--- src/rtl/uart_tx_cfg_if.sv ---
// uart_tx_cfg_if
//   Host-side character handshake for uart_tx_cfg, plus the per-frame format
//   controls. The format controls travel with the character because the
//   transmitter samples them on the same edge as in_data.
//
//   Signals
//     in_valid  source -> tx   character available
//     in_ready  tx -> source   transmitter idle, will take a character
//     in_data   source -> tx   character, DATA_BITS wide
//     par_mode  source -> tx   00 none, 01 odd, 10 even, 11 none
//     stop2     source -> tx   0: one stop bit, 1: two stop bits
//
//   Modports
//     master  the byte source (FIFO / CPU registers)
//     slave   the transmitter
interface uart_tx_cfg_if #(
    parameter int DATA_BITS = 8
) ();
    logic                 in_valid;
    logic                 in_ready;
    logic [DATA_BITS-1:0] in_data;
    logic [1:0]           par_mode;
    logic                 stop2;

    modport master (
        output in_valid,
        output in_data,
        output par_mode,
        output stop2,
        input  in_ready
    );

    modport slave (
        input  in_valid,
        input  in_data,
        input  par_mode,
        input  stop2,
        output in_ready
    );
endinterface

--- src/rtl/uart_tx_cfg.sv ---
// uart_tx_cfg
//   Runtime-configurable UART transmitter. One character per valid/ready
//   transfer is sent as: start bit, DATA_BITS data bits LSB first, optional
//   odd/even parity bit, then one or two stop bits. Each bit lasts OVERSAMPLE
//   pulses of the shared tick_baud strobe.
//
//   Ports
//     clk        system clock, all logic on posedge
//     rst_n      asynchronous active-low reset
//     tick_baud  one-cycle oversampling strobe, OVERSAMPLE per bit
//     in_if      slave side of the character handshake (data + format)
//     tx         serial line, idle high, registered
//     busy       frame in progress
//     tx_done    one-cycle pulse as the last stop bit ends
module uart_tx_cfg #(
    parameter int DATA_BITS  = 8,
    parameter int OVERSAMPLE = 16
) (
    input  logic          clk,
    input  logic          rst_n,
    input  logic          tick_baud,
    uart_tx_cfg_if.slave  in_if,
    output logic          tx,
    output logic          busy,
    output logic          tx_done
);

    if (DATA_BITS < 5 || DATA_BITS > 9) begin : g_bad_data_bits
        $error("uart_tx_cfg: DATA_BITS must be in 5..9");
    end
    if (OVERSAMPLE < 2) begin : g_bad_oversample
        $error("uart_tx_cfg: OVERSAMPLE must be at least 2");
    end

    localparam int               TCW       = $clog2(OVERSAMPLE);
    localparam logic [TCW-1:0]   TICK_LAST = TCW'(OVERSAMPLE - 1);
    localparam logic [3:0]       BIT_LAST  = 4'(DATA_BITS - 1);

    typedef enum logic [2:0] {
        S_IDLE   = 3'd0,
        S_START  = 3'd1,
        S_DATA   = 3'd2,
        S_PARITY = 3'd3,
        S_STOP   = 3'd4
    } state_t;

    state_t               state_q,    state_d;
    logic [TCW-1:0]       tick_cnt_q, tick_cnt_d;
    logic [3:0]           bit_cnt_q,  bit_cnt_d;
    logic                 stop_cnt_q, stop_cnt_d;
    logic [DATA_BITS-1:0] shift_q,    shift_d;
    logic                 use_par_q,  use_par_d;
    logic                 par_bit_q,  par_bit_d;
    logic                 stop2_q,    stop2_d;
    logic                 tx_q,       tx_d;
    logic                 tx_done_q,  tx_done_d;

    logic xfer;
    logic bit_end;

    always_ff @(posedge clk or negedge rst_n) begin
        if (!rst_n) begin
            state_q    <= S_IDLE;
            tick_cnt_q <= '0;
            bit_cnt_q  <= '0;
            stop_cnt_q <= 1'b0;
            shift_q    <= '0;
            use_par_q  <= 1'b0;
            par_bit_q  <= 1'b0;
            stop2_q    <= 1'b0;
            tx_q       <= 1'b1;
            tx_done_q  <= 1'b0;
        end else begin
            state_q    <= state_d;
            tick_cnt_q <= tick_cnt_d;
            bit_cnt_q  <= bit_cnt_d;
            stop_cnt_q <= stop_cnt_d;
            shift_q    <= shift_d;
            use_par_q  <= use_par_d;
            par_bit_q  <= par_bit_d;
            stop2_q    <= stop2_d;
            tx_q       <= tx_d;
            tx_done_q  <= tx_done_d;
        end
    end

    always_comb begin
        state_d    = state_q;
        tick_cnt_d = tick_cnt_q;
        bit_cnt_d  = bit_cnt_q;
        stop_cnt_d = stop_cnt_q;
        shift_d    = shift_q;
        use_par_d  = use_par_q;
        par_bit_d  = par_bit_q;
        stop2_d    = stop2_q;
        tx_done_d  = 1'b0;
        tx_d       = 1'b1;

        xfer    = in_if.in_valid && (state_q == S_IDLE);
        bit_end = tick_baud && (tick_cnt_q == TICK_LAST);

        // The tick counter only runs inside a frame, so a tick arriving in
        // the same cycle as the transfer never shortens the start bit.
        if (state_q != S_IDLE && tick_baud) begin
            tick_cnt_d = bit_end ? '0 : tick_cnt_q + 1'b1;
        end

        case (state_q)
            S_IDLE: begin
                tick_cnt_d = '0;
                if (xfer) begin
                    state_d   = S_START;
                    shift_d   = in_if.in_data;
                    stop2_d   = in_if.stop2;
                    use_par_d = (in_if.par_mode == 2'b01) || (in_if.par_mode == 2'b10);
                    // Parity is fixed at capture because the shift register
                    // is consumed while the data bits go out.
                    par_bit_d = (in_if.par_mode == 2'b10) ? (^in_if.in_data)
                                                          : (~^in_if.in_data);
                end
            end
            S_START: begin
                if (bit_end) begin
                    state_d   = S_DATA;
                    bit_cnt_d = '0;
                end
            end
            S_DATA: begin
                if (bit_end) begin
                    shift_d   = shift_q >> 1;
                    bit_cnt_d = bit_cnt_q + 4'd1;
                    if (bit_cnt_q == BIT_LAST) begin
                        state_d    = use_par_q ? S_PARITY : S_STOP;
                        stop_cnt_d = 1'b0;
                    end
                end
            end
            S_PARITY: begin
                if (bit_end) begin
                    state_d    = S_STOP;
                    stop_cnt_d = 1'b0;
                end
            end
            S_STOP: begin
                if (bit_end) begin
                    if (stop2_q && !stop_cnt_q) begin
                        stop_cnt_d = 1'b1;
                    end else begin
                        state_d   = S_IDLE;
                        tx_done_d = 1'b1;
                    end
                end
            end
            default: begin
                state_d    = S_IDLE;
                tick_cnt_d = '0;
            end
        endcase

        // tx is registered from the next state so the line changes on the
        // same edge as the state that owns the bit.
        case (state_d)
            S_START:  tx_d = 1'b0;
            S_DATA:   tx_d = shift_d[0];
            S_PARITY: tx_d = par_bit_d;
            default:  tx_d = 1'b1;
        endcase
    end

    assign tx             = tx_q;
    assign tx_done        = tx_done_q;
    assign busy           = (state_q != S_IDLE);
    assign in_if.in_ready = (state_q == S_IDLE);

endmodule
--- src/flat_wrapper.sv ---
// flat-port wrapper written by rule: the top's interface ports become plain ports
module uart_tx_cfg_flat 
#(
    parameter int DATA_BITS  = 8,
    parameter int OVERSAMPLE = 16
)
  (clk, rst_n, tick_baud, tx, busy, tx_done, in_if_in_valid, in_if_in_data, in_if_par_mode, in_if_stop2, in_if_in_ready);
  uart_tx_cfg_if #(.DATA_BITS(DATA_BITS)) in_if_i ();
  input  logic clk;
  input  logic rst_n;
  input  logic tick_baud;
  output logic tx;
  output logic busy;
  output logic tx_done;
  input wire logic [$bits(in_if_i.in_valid)-1:0] in_if_in_valid;
  input wire logic [$bits(in_if_i.in_data)-1:0] in_if_in_data;
  input wire logic [$bits(in_if_i.par_mode)-1:0] in_if_par_mode;
  input wire logic [$bits(in_if_i.stop2)-1:0] in_if_stop2;
  output wire logic [$bits(in_if_i.in_ready)-1:0] in_if_in_ready;
  assign in_if_i.in_valid = in_if_in_valid;
  assign in_if_i.in_data = in_if_in_data;
  assign in_if_i.par_mode = in_if_par_mode;
  assign in_if_i.stop2 = in_if_stop2;
  assign in_if_in_ready = in_if_i.in_ready;
  uart_tx_cfg #(.DATA_BITS(DATA_BITS), .OVERSAMPLE(OVERSAMPLE)) u_core (.clk(clk), .rst_n(rst_n), .tick_baud(tick_baud), .in_if(in_if_i), .tx(tx), .busy(busy), .tx_done(tx_done));
endmodule
--- config.mk ---
export PLATFORM = sky130hd
export DESIGN_NAME = uart_tx_cfg_flat
export DESIGN_NICKNAME = d
export VERILOG_FILES = /design/src/rtl/uart_tx_cfg_if.sv /design/src/rtl/uart_tx_cfg.sv /design/src/flat_wrapper.sv
export SDC_FILE = /design/constraint.sdc
export NUM_CORES = 1
export LEC_CHECK = 0
export CORE_MARGIN = 2
export CORE_UTILIZATION = 58
export DETAILED_ROUTE_END_ITERATION = 7
export GPL_TIMING_DRIVEN = 0
export HOLD_SLACK_MARGIN = 0.05
export PLACE_DENSITY = 0.94
export SETUP_SLACK_MARGIN = 0.05
export SYNTH_ARGS = -nofsm -noshare
export SYNTH_HDL_FRONTEND = slang
export SYNTH_SLANG_ARGS = --single-unit
--- constraint.sdc ---
create_clock -name clk -period 2.6 [get_ports clk]
set_input_delay 0.52 -clock clk [delete_from_list [all_inputs] [get_ports clk]]
set_output_delay 0.52 -clock clk [all_outputs]
set_load 0.02 [all_outputs]
# Word-level counts from Yosys, hierarchy flattened
# Cells that the tools add are included.
# word_totals
output_inout_bits,4
reg_bits,25
latchBits,0
ram_bits,0
elab_cells,81
memories,0
romBits,0
# op_classes
div_mod_pow,0
mul,0
mux,31
n_reduce_logical,18
magnitude_cmp,0
add_sub_neg,2
bitwise,0
shift,0
n_eq_ne,19
# ops
cell,count
3-bit 2-to-1 mux,8
4-bit 2-to-1 mux,5
8-bit 2-to-1 mux,2
2-bit by 1-bit inequality test with 1-bit output (second input constant),8
8-bit one-hot mux with 2 select lines,1
3-bit one-hot mux with 5 select lines,1
3-bit by 2-bit == test with 1-bit output (second input constant),4
1-bit 2-to-1 mux,11
4-bit by 1-bit adder with 4-bit output (second input constant),2
4-bit one-hot mux with 2 select lines,1
8-bit XNOR reduction,1
8-bit XOR reduction,1
3-bit by 1-bit == test with 1-bit output (second input constant),2
1-bit one-hot mux with 3 select lines,2
3-bit AND reduction,2
6-bit AND reduction,1
3-bit nonzero test,2
4-bit by 3-bit == test with 1-bit output (second input constant),1
4-bit == test (second input constant),1
1-bit logical AND,4
2-bit nonzero test,2
4-bit OR reduction,1
3-bit == test (second input constant),1
3-bit zero test,1
5 further kinds,5

# Depth between registers and ports, before layout
# Gate-level depths: netlist of run 1.
# logic_depth
ltp_word,7
mapped_depth,9

# Least setup slack after synthesis of run 1
# OpenSTA, ideal clock, no wires.
# synth_timing
kind,register -> register
startpoint,register u_core.state_q[0]
endpoint,register u_core.shift_q[1]
slack_ns,0.876
t_arrival_ns,1.600
n_path_buf,2
path_stages_with_launch,10
t_required_ns,2.476
setup_ns,0.124
path_cell_list,dfrtp_1 buf_6 nor2_1 nand2_1 inv_1 and2_1 buf_2 nor2_4 nand2_1 nand2_1
# synth_between
elab_chain_len,4
word_cells_on_any_way,8
# synth_rtl
item,line_no,text
"start, declared",uart_tx_cfg.sv:47,"state_t state_q, state_d;"
"start signal, assigned",uart_tx_cfg.sv:74,state_q <= state_d;
3-bit zero test *,--,
net in_if_in_ready,flat_wrapper.sv:19,output wire logic [$bits(in_if_i.in_ready)-1:0] in_if_in_ready;
1-bit logical AND,uart_tx_cfg.sv:99,xfer = in_if.in_valid && (state_q == S_IDLE);
2-bit by 1-bit inequality test with 1-bit output (no source line),--,
3-bit AND reduction (no source line),--,
"end signal, assigned",uart_tx_cfg.sv:78,shift_q <= shift_d;
"end, declared",uart_tx_cfg.sv:51,"logic [DATA_BITS-1:0] shift_q, shift_d;"
# Mark *: on every way through the listed nets, which the timed path passes. The rest lies on a longest branch.
# A chain may end at the register's enable or synchronous reset.

# Worst setup path after layout of run 1
# layout_timing
startpoint,register u_core.state_q[1]
endpoint,output busy
# layout_between
elab_chain_len,1
# layout_rtl
item,line_no,text
3-bit nonzero test,uart_tx_cfg.sv:172,assign busy = (state_q != S_IDLE);
"end, declared",flat_wrapper.sv:13,output logic busy;
# No other way between the ends.

==> results of run 1 <==
## how the worst max path moves through the flow
stage                      startpoint           endpoint  slack [ns]  cells past startpoint
detailed placement          tick_baud          u_core.tx        0.25                      7
finish              u_core.state_q[1]               busy        0.28                      3
floorplan           u_core.state_q[0]  u_core.shift_q[1]        0.88                      9
global route        u_core.state_q[1]               busy        0.12                      3
global placement            tick_baud          u_core.tx        0.30                      7
CTS                 u_core.state_q[0]     in_if_in_ready        0.06                      5
## power groups by stage
stage	combinational, mW	clock, mW	sequential, mW
after floorplan	0.383	0	0.601
after global placement	0.492	0	0.611
after detailed placement	0.524	0	0.621
after CTS	0.526	0.175	0.613
after global routing	0.603	0.189	0.628
final	0.526	0.175	0.614
## sequential cells by signal (all words and copies together), names as in the netlist
name / cells
u_core.state_q: 3
u_core.tick_cnt_q: 4
u_core.stop2_q: 1
u_core.use_par_q: 1
u_core.bit_cnt_q: 4
u_core.shift_q: 8
u_core.tx: 1
u_core.stop_cnt_q: 1
u_core.par_bit_q: 1
u_core.tx_done: 1
## worst max-delay path, stage by stage (launching register included)
cell	delay [ns]
dfrtp_1	0.39
clkinv_1	0.25
nand2_1	0.22
clkdlybuf4s50_1	0.63
## kinds of logic after synthesis
logic type	after synthesis	share of synthesized area, %
simple gates	65	22.3
compound gates	36	17.1
flops	25	44.8
xor+xnor	9	5.63
fa+ha+maj	3	2.68
mux	4	3.22
buf+inv	11	4.38
## cells in the final DEF, fill, tap and decap left out, types with 2 or more instances in the layout
cell type,n
nor2b_1,2
nand4_1,2
nor4b_1,2
ha_1,3
inv_1,3
clkdlybuf4s50_1,17
o21ai_0,14
xnor2_1,6
and3_1,2
buf_2,3
a21oi_1,8
mux2i_1,3
buf_6,2
nand2_1,33
a22oi_1,7
or3_1,2
clkbuf_4,3
xor2_1,3
nor2_1,10
dfrtp_1,24
nand3_1,3
## timing repair
item,in CTS,in global routing
gates resized for setup,0,2
hold buffers,0,0
setup endpoints to repair,0,1
## final cells by class
class                   instances  share of cell area [%]
plain buffers                   7                    2.81
clock buffers                   3                    1.37
clock inverters                 1                   0.304
inverters                       4                   0.911
multi-input cells             117                    43.4
flip-flops and latches         25                    38.0
well taps                      28                    2.13
repair buffers                 18                    11.1
## cells in the mapped netlist (all sizes together) (2+ instances only)
master	count
and3	2
mux2i	3
o21ai	14
nor4b	2
clkbuf	2
dfrtp	24
nor2b	2
or3	2
nor2	12
a21oi	9
a22oi	7
ha	3
inv	3
xnor2	6
xor2	3
nand4	2
buf	5
nand2	33
nand3	3
## layer usage
metal / vias up / wire, um
li1: 582 / -
met1: 578 / 1220
met2: 43 / 1520
met3: 5 / 141
met4: 0 / 51
met5: - / 0
## stage by stage
step / std cells / area, sq um
global route: 203 / 1650
finish: 203 / 1650
CTS: 203 / 1640
floorplan: 153 / 1400
detailed placement: 199 / 1620
global placement: 199 / 1620
==> flow_metrics.py, run 1 <==
metrics = {
    "global_route": {
        "grt_pass1_vias": 1218,
        "grt_max_degree": 26,
        "grt_pass1_wl_um": 5060,
        "met3_usage_pct": 3.95,
        "globalRouteTotalUtil_pct": 24.9,
        "grt-ovfl-total": 0,
        "grtUsageMet2_pct": 45.8,
        "grt-busiest-layer": "met2",
        "met1_usage_pct": 27.2,
        "antenna_found_initial": 0,
    },
    "layout": {
        "multi_input_area_sq_um": 714,
        "diodes": 0,
        "finalNetCount": 194,
        "drive_gt1_share_pct": 10.3,
        "fin_util_pct": 73.1,
        "fillers": 173,
        "area_delta_synth_final_pct": 17.7,
        "regArea_sq_um": 627,
    },
    "outcome": {
        "status": "finished, final reports clean",
    },
    "sta": {
        "setup_viol": 0,
        "fin_crit_ns": 2.32,
        "slew_violations": 0,
        "grt_setup_unrepaired": "false",
        "max_freq_mhz": 430,
        "fin_setup_tns_ns": 0,
        "fin_crit_sh_pct": 89.4,
        "layout_setup_ws_ns": 0.275,
        "slew-limit-headroom_pct": 28.9,
        "worst_pin_slew_ns": 1.06,
        "holdWs_ns": 0.492,
        "skew_ns": 0.00805,
        "hold_violations": 0,
    },
    "floorplanning": {
        "ios": 19,
        "rows": 17,
        "chipHeight_um": 53.1,
        "die_w_um": 53.1,
        "start_util_pct": 62.1,
        "core_area_sq_um": 2250,
        "fp.dieArea_sq_um": 2820,
    },
    "clock_network": {
        "htreeDepth": 1,
        "clock_sinks": 25,
        "cts_buffer_depth": 2,
        "clk_pin_slew_ns": 0.14,
        "postCtsSetupBuffers": 0,
        "cts_buffers": 3,
        "cts_tree": "built",
        "clk_latency_ns": 0.32,
        "root_buffer": "clkbuf_4",
    },
    "placement": {
        "place_ws_ns": 0.251,
        "portBuffers": 18,
        "dp_hpwl_um": 2240,
        "place.gp.congestion": 0.796,
    },
    "routing": {
        "drt_iter0_drc": 31,
        "postRouteAntennaNets": 0,
        "viasPerCell": 5.95,
        "drt_pre_antenna_iters": 5,
        "drc_errors": 0,
        "vias": 1208,
        "wl_um": 2930,
        "post_drt_wl_per_cell_um": 14.4,
    },
    "hold_path": {
        "hold_end": "u_core.shift_q[1]",
        "hold_depth": 2,
        "hold_class": "register to register",
        "holdCritStartpoint": "u_core.shift_q[1]",
    },
    "worst_setup_path": {
        "endpoint_kind": "primary output",
        "cp.arrival_ns": 1.80,
        "regToRegStartpoint": "u_core.tick_cnt_q[0]",
        "crit_fanout": 10,
        "r2r-end": "u_core.tx",
        "crit_path_start_kind": "register",
        "critPathKind": "register to primary output",
        "cp.required_ns": 2.08,
        "rrSetupSlack_ns": 0.76,
        "reg2reg_depth": 7,
    },
    "synthesis": {
        "synth-edff-count": 0,
        "async_flop_share_pct": 100,
        "yosysUniqueCellTypes": 39,
        "synth_seq_cells": 25,
        "syn_area_sq_um": 1400,
        "avgSynthCellArea_sq_um": 9.15,
        "synth_top_area_cell": "dfrtp_1",
        "yosysWarnings": 0,
        "syn_inst": 153,
        "syn_nets": 171,
        "synth_top_area_share_pct": 42.9,
        "synth_area_leaders": "dfrtp_1, nand2_1, o21ai_0",
        "synthFlopType": "dfrtp_1",
        "ys_seq_area_share_pct": 44.8,
    },
    "pwr": {
        "p_per_area_nw_per_um2": 798,
        "power_frac_comb_pct": 40.0,
        "p_sw_mw": 0.509,
        "p_int_mw": 0.806,
        "irDropWorstVdd_uv": 578,
        "swShare_pct": 38.7,
        "clkPwrFrac_pct": 13.3,
        "p_leak_nw": 0.763,
        "power_mw": 1.31,
        "pwr-share-seq_pct": 46.7,
    },
    "flow_run": {
        "maxCapViolCount": 0,
    },
}
Power figures use the tool's default switching activity.
==> inputs of run 2 (changes only) <==
--- a/config.mk
+++ b/config.mk
@@ -7,6 +7,7 @@
 export LEC_CHECK = 0
 export CORE_MARGIN = 2
 export CORE_UTILIZATION = 58
+export CTS_CLUSTER_DIAMETER = 150
 export DETAILED_ROUTE_END_ITERATION = 7
 export GPL_TIMING_DRIVEN = 0
 export HOLD_SLACK_MARGIN = 0.05
==> results of run 2 <==
Final layout, timing and power as in run 1 (identical DEF).
==> patch 1: new RTL, settings of run 1 <==
Re-encode `state_t` (5 states) as one-hot, 5 bits wide.
--- a/src/rtl/uart_tx_cfg.sv
+++ b/src/rtl/uart_tx_cfg.sv
@@ -38,8 +38,8 @@
 
-    typedef enum logic [2:0] {
-        S_IDLE   = 3'd0,
-        S_START  = 3'd1,
-        S_DATA   = 3'd2,
-        S_PARITY = 3'd3,
-        S_STOP   = 3'd4
+    typedef enum logic [4:0] {
+        S_IDLE   = 5'b00001,
+        S_START  = 5'b00010,
+        S_DATA   = 5'b00100,
+        S_PARITY = 5'b01000,
+        S_STOP   = 5'b10000
     } state_t;
Check against the original RTL: no difference found for any inputs over 10 cycles, from zero or initial values and one cycle with rst_n low; not proved beyond that.
==> patch 1 against run 1 <==
  * Maximum frequency is 1.1% higher
  * Combinational power is 1% lower
  * Area after synthesis is 4.6% higher
  * Non-clock buffer count is 4 lower
  * Routed wire length is 8.8% higher
  * Cell area is 4.4% higher
  * Critical path depth is 5 higher
  * Sequential cell count is 2 higher
  * Worst setup slack better by 0.025 ns
  * Power is 0.21% lower
==> patch 1: results (changes against run 1) <==
{| class="wikitable"
! Metric !! Value
|-
| Switching part of the total power || 37.4% (was 38.7%)
|-
| Final weighted congestion in routability-driven placement || 0.835 (was 0.796)
|-
| Result of the run || finished, final reports clean (unchanged)
|-
| Layout Cells excl Fill || 196 (was 203)
|-
| Post-synthesis cell count || 144 (was 153)
|-
| First-pass detailed-route iteration total || 4 (was 5)
|-
| Max Clock Skew || 0.0115 ns (was 0.00805 ns)
|-
| Post-DP HPWL || 2.42 mm (was 2.24 mm)
|-
| GR Util met3 || 1.91% (was 3.95%)
|-
| Leak pwr || 0.000761 uW (was 0.000763 uW)
|-
| Largest registers || u_core.shift_q x8, u_core.state_q x5 (was u_core.shift_q x8, u_core.bit_cnt_q x4, u_core.tick_cnt_q x4)
|-
| Number of distinct library cell variants in the gate-level netlist after synthesis || 46 (was 39)
|-
| Multiplexer fraction of the synthesized cell area || 3.67% (was 3.22%)
|-
| Wire length of the first global-routing pass || 5.30 mm (was 5.06 mm)
|-
| GRT Util Overall || 25.4% (was 24.9%)
|-
| Filler instances || 175 (was 173)
|-
| Sequential cell area fraction in the yosys report || 46.3% (was 44.8%)
|-
| Leading post-synthesis cells by cell area || sky130_fd_sc_hd__dfrtp_1 (43%), sky130_fd_sc_hd__o21ai_0 (4.4%), sky130_fd_sc_hd__nand2_1 (3.8%) (was sky130_fd_sc_hd__dfrtp_1 (43%), sky130_fd_sc_hd__nand2_1 (8.8%), sky130_fd_sc_hd__o21ai_0 (5.0%))
|-
| Peak ir drop on the vdd network || 692 uV (was 578 uV)
|-
| Pin count of the biggest net entering global routing || 28 (was 26)
|-
| Commonest register cell after synthesis || sky130_fd_sc_hd__dfrtp_1 (unchanged)
|-
| Worst relative slew slack || 22.2% (was 28.9%)
|-
| Critical Path Fanout Max || 9 (was 10)
|-
| Synth Area in Compound Gates || 18.0% (was 17.1%)
|-
| Top post-synthesis cells by count || sky130_fd_sc_hd__dfrtp_1 (25), sky130_fd_sc_hd__nand2_1 (15), sky130_fd_sc_hd__o21ai_0 (13) (was sky130_fd_sc_hd__nand2_1 (33), sky130_fd_sc_hd__dfrtp_1 (24), sky130_fd_sc_hd__o21ai_0 (14))
|-
| Via count of the first global-routing pass || 1,121 (was 1,218)
|-
| Routed Wire Length || 3.19 mm (was 2.93 mm)
|-
| Met1 Track Usage GR || 33.8% (was 27.2%)
|-
| Adder and majority gate portion of the synthesized area || 2.56% (was 2.68%)
|-
| Initial DRC count || 57 (was 31)
|-
| Met2 capacity usage during global routing || 45.2% (was 45.8%)
|-
| Vias/cell || 6.14 (was 5.95)
|-
| Parity-gate share of the synthesized area counting xor and xnor cells || 5.98% (was 5.63%)
|-
| Net count after synthesis || 162 (was 171)
|-
| Fraction of layout instances using a drive strength above 1 || 12.0% (was 10.3%)
|-
| Post-layout net count || 185 (was 194)
|-
| Data arrival time of the critical path || 2.53 ns (was 1.80 ns)
|}
==> patch 1: metal layers <==
layer / part of all wire, % / wire [um]
met2: 53 / 1680
met3: 4.7 / 149
met5: 0 / 0
met1: 42 / 1340
met4: 0.63 / 20
==> patch 1: path summary, 6_finish.rpt <==
check                                startpoint                   to  slack, ns  depth (start not counted)
max                                   tick_baud            u_core.tx       0.30                          8
min                           u_core.shift_q[4]    u_core.shift_q[4]       0.50                          2
max reg2reg                u_core.tick_cnt_q[0]            u_core.tx       0.41                          8
min reg2reg                   u_core.shift_q[4]    u_core.shift_q[4]       0.50                          2
max in group asynchronous                 rst_n  u_core.bit_cnt_q[2]       1.11                          1
min in group asynchronous                 rst_n       u_core.tx_done       0.80                          1
==> patch 1: final cells by class <==
cell class | count | area (um^2) | area share [%]
Clock inverter | 1 | 7.51 | 0.436
Inverter | 6 | 22.5 | 1.31
Buffer | 3 | 30.0 | 1.75
Tap cell | 30 | 37.5 | 2.18
Sequential cell | 27 | 678 | 39.4
Timing Repair Buffer | 18 | 183 | 10.6
Multi-Input combinational cell | 108 | 739 | 43.0
Clock buffer | 3 | 22.5 | 1.31
==> patch 1: power groups by stage <==
stage	Sequential (uW)	Clock (uW)	Combinational [uW]
final	609	183	520
after global routing	620	202	572
after CTS	607	182	521
after detailed placement	615	0	511
after global placement	608	0	491
after floorplan	604	0	347
==> patch 1: critical path: stages <==
cell and delay, ns:
sky130_fd_sc_hd__clkdlybuf4s50_1 0.55, sky130_fd_sc_hd__and4_1 0.23, sky130_fd_sc_hd__buf_6 0.13, sky130_fd_sc_hd__and3b_1 0.19, sky130_fd_sc_hd__buf_6 0.15, sky130_fd_sc_hd__mux2i_4 0.11
sky130_fd_sc_hd__a222oi_1 0.50, sky130_fd_sc_hd__a221oi_2 0.14
==> patch 1: repair_timing <==
item,4_1_cts,5_1_grt
hold endpoints to repair,0,0
resized for setup,1,1
setup endpoints to repair,1,1
==> patch 1: logic make-up (layout without fill, tap and decap cells) <==
group | after synthesis | in the layout
flops | 27 | 27
simple gates | 53 | 53
fa+ha+maj | 3 | 3
mux | 4 | 4
compound gates | 38 | 38
xor+xnor | 10 | 10
buf+inv | 9 | 31
==> patch 1: metrics by stage <==
stage               util, %  area (um^2)  worst slack [ns]
floorplan                 -         1470             0.692
global placement       69.2         1680            0.0796
detailed placement     69.2         1680            0.0106
CTS                    70.6         1720            0.0537
global route           70.7         1720             0.207
finish                 70.7         1720             0.300
==> patch 2: new RTL, config.mk and constraints of run 1 <==
Without the edit above. `OVERSAMPLE` is set to 16 in 2 places; all go to 32.
--- a/src/rtl/uart_tx_cfg.sv
+++ b/src/rtl/uart_tx_cfg.sv
@@ -16,3 +16,3 @@
     parameter int DATA_BITS  = 8,
-    parameter int OVERSAMPLE = 16
+    parameter int OVERSAMPLE = 32
 ) (
--- a/src/flat_wrapper.sv
+++ b/src/flat_wrapper.sv
@@ -4,3 +4,3 @@
     parameter int DATA_BITS  = 8,
-    parameter int OVERSAMPLE = 16
+    parameter int OVERSAMPLE = 32
 )
Check against the original RTL: no difference found for any inputs over 10 cycles, from zero or initial values and one cycle with rst_n low; that may be too few to reach the edited logic, so the function may still have changed.
==> patch 2 against run 1 <==
  * Cell area rose by 1.9%
  * Hold slack gained 0.0015 ns
  * Clock skew fell by 0.0055 ns
  * Worst setup slack worse by 0.077 ns
  * Power shrank 23%
  * Area after synthesis grew 2.5%
  * Critical path type unchanged
  * Sequential cell count rose by 1
  * Routed wire length up 4.0%
==> patch 2: results (changes against run 1) <==
{| class="wikitable"
! Metric !! Value
|-
| Post-DP HPWL || 2.24 mm (about the same)
|-
| Via count of the first global-routing pass || 1,113 (was 1,218)
|-
| Max Clock Skew || 0.00254 ns (was 0.00805 ns)
|-
| Wire length of the first global-routing pass || 5.05 mm (was 5.06 mm)
|-
| Transition time at the pin with the least slew margin || 1.16 ns (was 1.06 ns)
|-
| Post-Route M1 WL || 1.30 mm (was 1.22 mm)
|-
| Number of distinct library cell variants in the gate-level netlist after synthesis || 41 (was 39)
|-
| Via count || 1,239 (was 1,208)
|-
| Sequential cell area fraction in the yosys report || 45.4% (was 44.8%)
|-
| Setup slack on the worst flop-to-flop path || 0.28 ns (was 0.76 ns)
|-
| Total of buffers placed on input and output ports || 18 (unchanged)
|-
| Buffer levels on the longest clock path || 2 (unchanged)
|-
| Filler instances || 179 (was 173)
|-
| Peak ir drop on the vdd network || 480 uV (was 578 uV)
|-
| R2R cell count || 9 (was 7)
|-
| Leading post-synthesis cells by cell area || sky130_fd_sc_hd__dfrtp_1 (44%), sky130_fd_sc_hd__nand2_1 (7.1%), sky130_fd_sc_hd__xnor2_1 (4.9%) (was sky130_fd_sc_hd__dfrtp_1 (43%), sky130_fd_sc_hd__nand2_1 (8.8%), sky130_fd_sc_hd__o21ai_0 (5.0%))
|-
| Highest achievable clock rate || 416 MHz (was 430 MHz)
|-
| Pin count of the biggest net entering global routing || 27 (was 26)
|-
| Fraction of layout instances using a drive strength above 1 || 6.90% (was 10.3%)
|-
| Leak pwr || 0.000766 uW (was 0.000763 uW)
|-
| Class of the most critical hold timing path || reg2reg (unchanged)
|-
| Place WS || 0.241 ns (was 0.251 ns)
|-
| Warnings from Yosys || 0 (unchanged)
|-
| Initial DRC count || 36 (was 31)
|-
| Result of the run || finished, final reports clean (unchanged)
|-
| Detail-routed net length per standard cell || 14.9 um (was 14.4 um)
|-
| Routed wl met3 || 93 um (was 141 um)
|-
| GRT Util Overall || 24.4% (was 24.9%)
|-
| Worst R2R End || u_core.shift_q[6] (was u_core.tx)
|-
| Data arrival time of the critical path || 1.88 ns (was 1.80 ns)
|-
| Largest registers || u_core.shift_q x8, u_core.tick_cnt_q x5, u_core.bit_cnt_q x4 (was u_core.shift_q x8, u_core.bit_cnt_q x4, u_core.tick_cnt_q x4)
|-
| First-pass detailed-route iteration total || 4 (was 5)
|-
| Met2 wire length || 1.61 mm (was 1.52 mm)
|-
| Min Hold Slack || 0.494 ns (was 0.492 ns)
|-
| Net Sw Power || 335 uW (was 509 uW)
|-
| Final weighted congestion in routability-driven placement || 0.918 (was 0.796)
|-
| Top post-synthesis cells by count || sky130_fd_sc_hd__nand2_1 (27), sky130_fd_sc_hd__dfrtp_1 (25), sky130_fd_sc_hd__nor2_1 (10), sky130_fd_sc_hd__o21ai_0 (10), sky130_fd_sc_hd__xnor2_1 (8) (was sky130_fd_sc_hd__nand2_1 (33), sky130_fd_sc_hd__dfrtp_1 (24), sky130_fd_sc_hd__o21ai_0 (14))
|-
| Net count after synthesis || 172 (was 171)
|-
| Antenna violations before repair || 0 (unchanged)
|}
==> patch 2: cell count changes after synthesis, sizes merged, moves of 3 or more <==
cell	change
a31oi	+3
inv	+3
xor2	-3
o21ai	-4
nand3	-3
and3	+3
nand2	-6
a21oi	-3
nor3	+3
==> patch 2: logic make-up after synthesis <==
kind of cell,Yosys count,synth area share [%]
AND/OR/NAND/NOR,62,22.8
AO/OA/AOI/OAI,36,16.7
flip-flops,26,45.4
buffers and inverters,14,4.53
XOR/XNOR,8,4.88
adder cells (fa/ha/maj),4,3.49
multiplexers,3,2.09
==> patch 2: worst max-delay path, stage by stage, from the launching register on <==
cell and delay (ns):
sky130_fd_sc_hd__dfrtp_1 0.43, sky130_fd_sc_hd__buf_2 0.20, sky130_fd_sc_hd__or3_1 0.37, sky130_fd_sc_hd__clkdlybuf4s50_1 0.56
==> patch 2: how the worst max path moves through the flow <==
stage	from	end	cells past startpoint
after detailed placement	tick_baud	u_core.bit_cnt_q[3]	6
final	u_core.state_q[1]	busy	3
after CTS	u_core.state_q[2]	in_if_in_ready	3
after global routing	u_core.tick_cnt_q[0]	u_core.shift_q[2]	9
after global placement	u_core.state_q[2]	in_if_in_ready	4
after floorplan	u_core.tick_cnt_q[0]	u_core.tx	9
==> patch 2: layer usage <==
layer | vias up | GRT usage (%)
li1 | 585 | -
met1 | 624 | 32.4
met2 | 25 | 40.7
met3 | 5 | 3.61
met4 | 0 | 8.12
met5 | - | 0
==> patch 2: final cells by class <==
| class | count | area share [%] |
|---|---|---|
| buffer | 7 | 2.31 |
| tap | 30 | 2.24 |
| multi-input combinational | 113 | 42.8 |
| inverter | 6 | 1.34 |
| clock buffer | 4 | 1.56 |
| timing repair buffer | 18 | 10.9 |
| sequential | 26 | 38.9 |
==> patch 2: power by group through the flow <==
stage | Clock (uW) | Sequential, uW | Combinational (uW)
after floorplan | 0 | 534 | 210
after global placement | 0 | 533 | 289
after detailed placement | 0 | 541 | 304
after CTS | 178 | 533 | 306
after global routing | 199 | 546 | 347
final | 176 | 534 | 305
==> patch 2: through the flow <==
stage	cells	total power [uW]	cell area [um^2]
5_1_grt	204	1090	1680
3_5_place_dp	201	845	1650
3_3_place_gp	201	821	1650
4_1_cts	204	1020	1680
6_report	204	1020	1680
2_1_floorplan	153	743	1440
==> patch 2: what timing repair did <==
item,CTS,global route
hold endpoints to repair,0,0
setup endpoints to repair,1,1
resized for setup,0,2
pin swaps,0,0
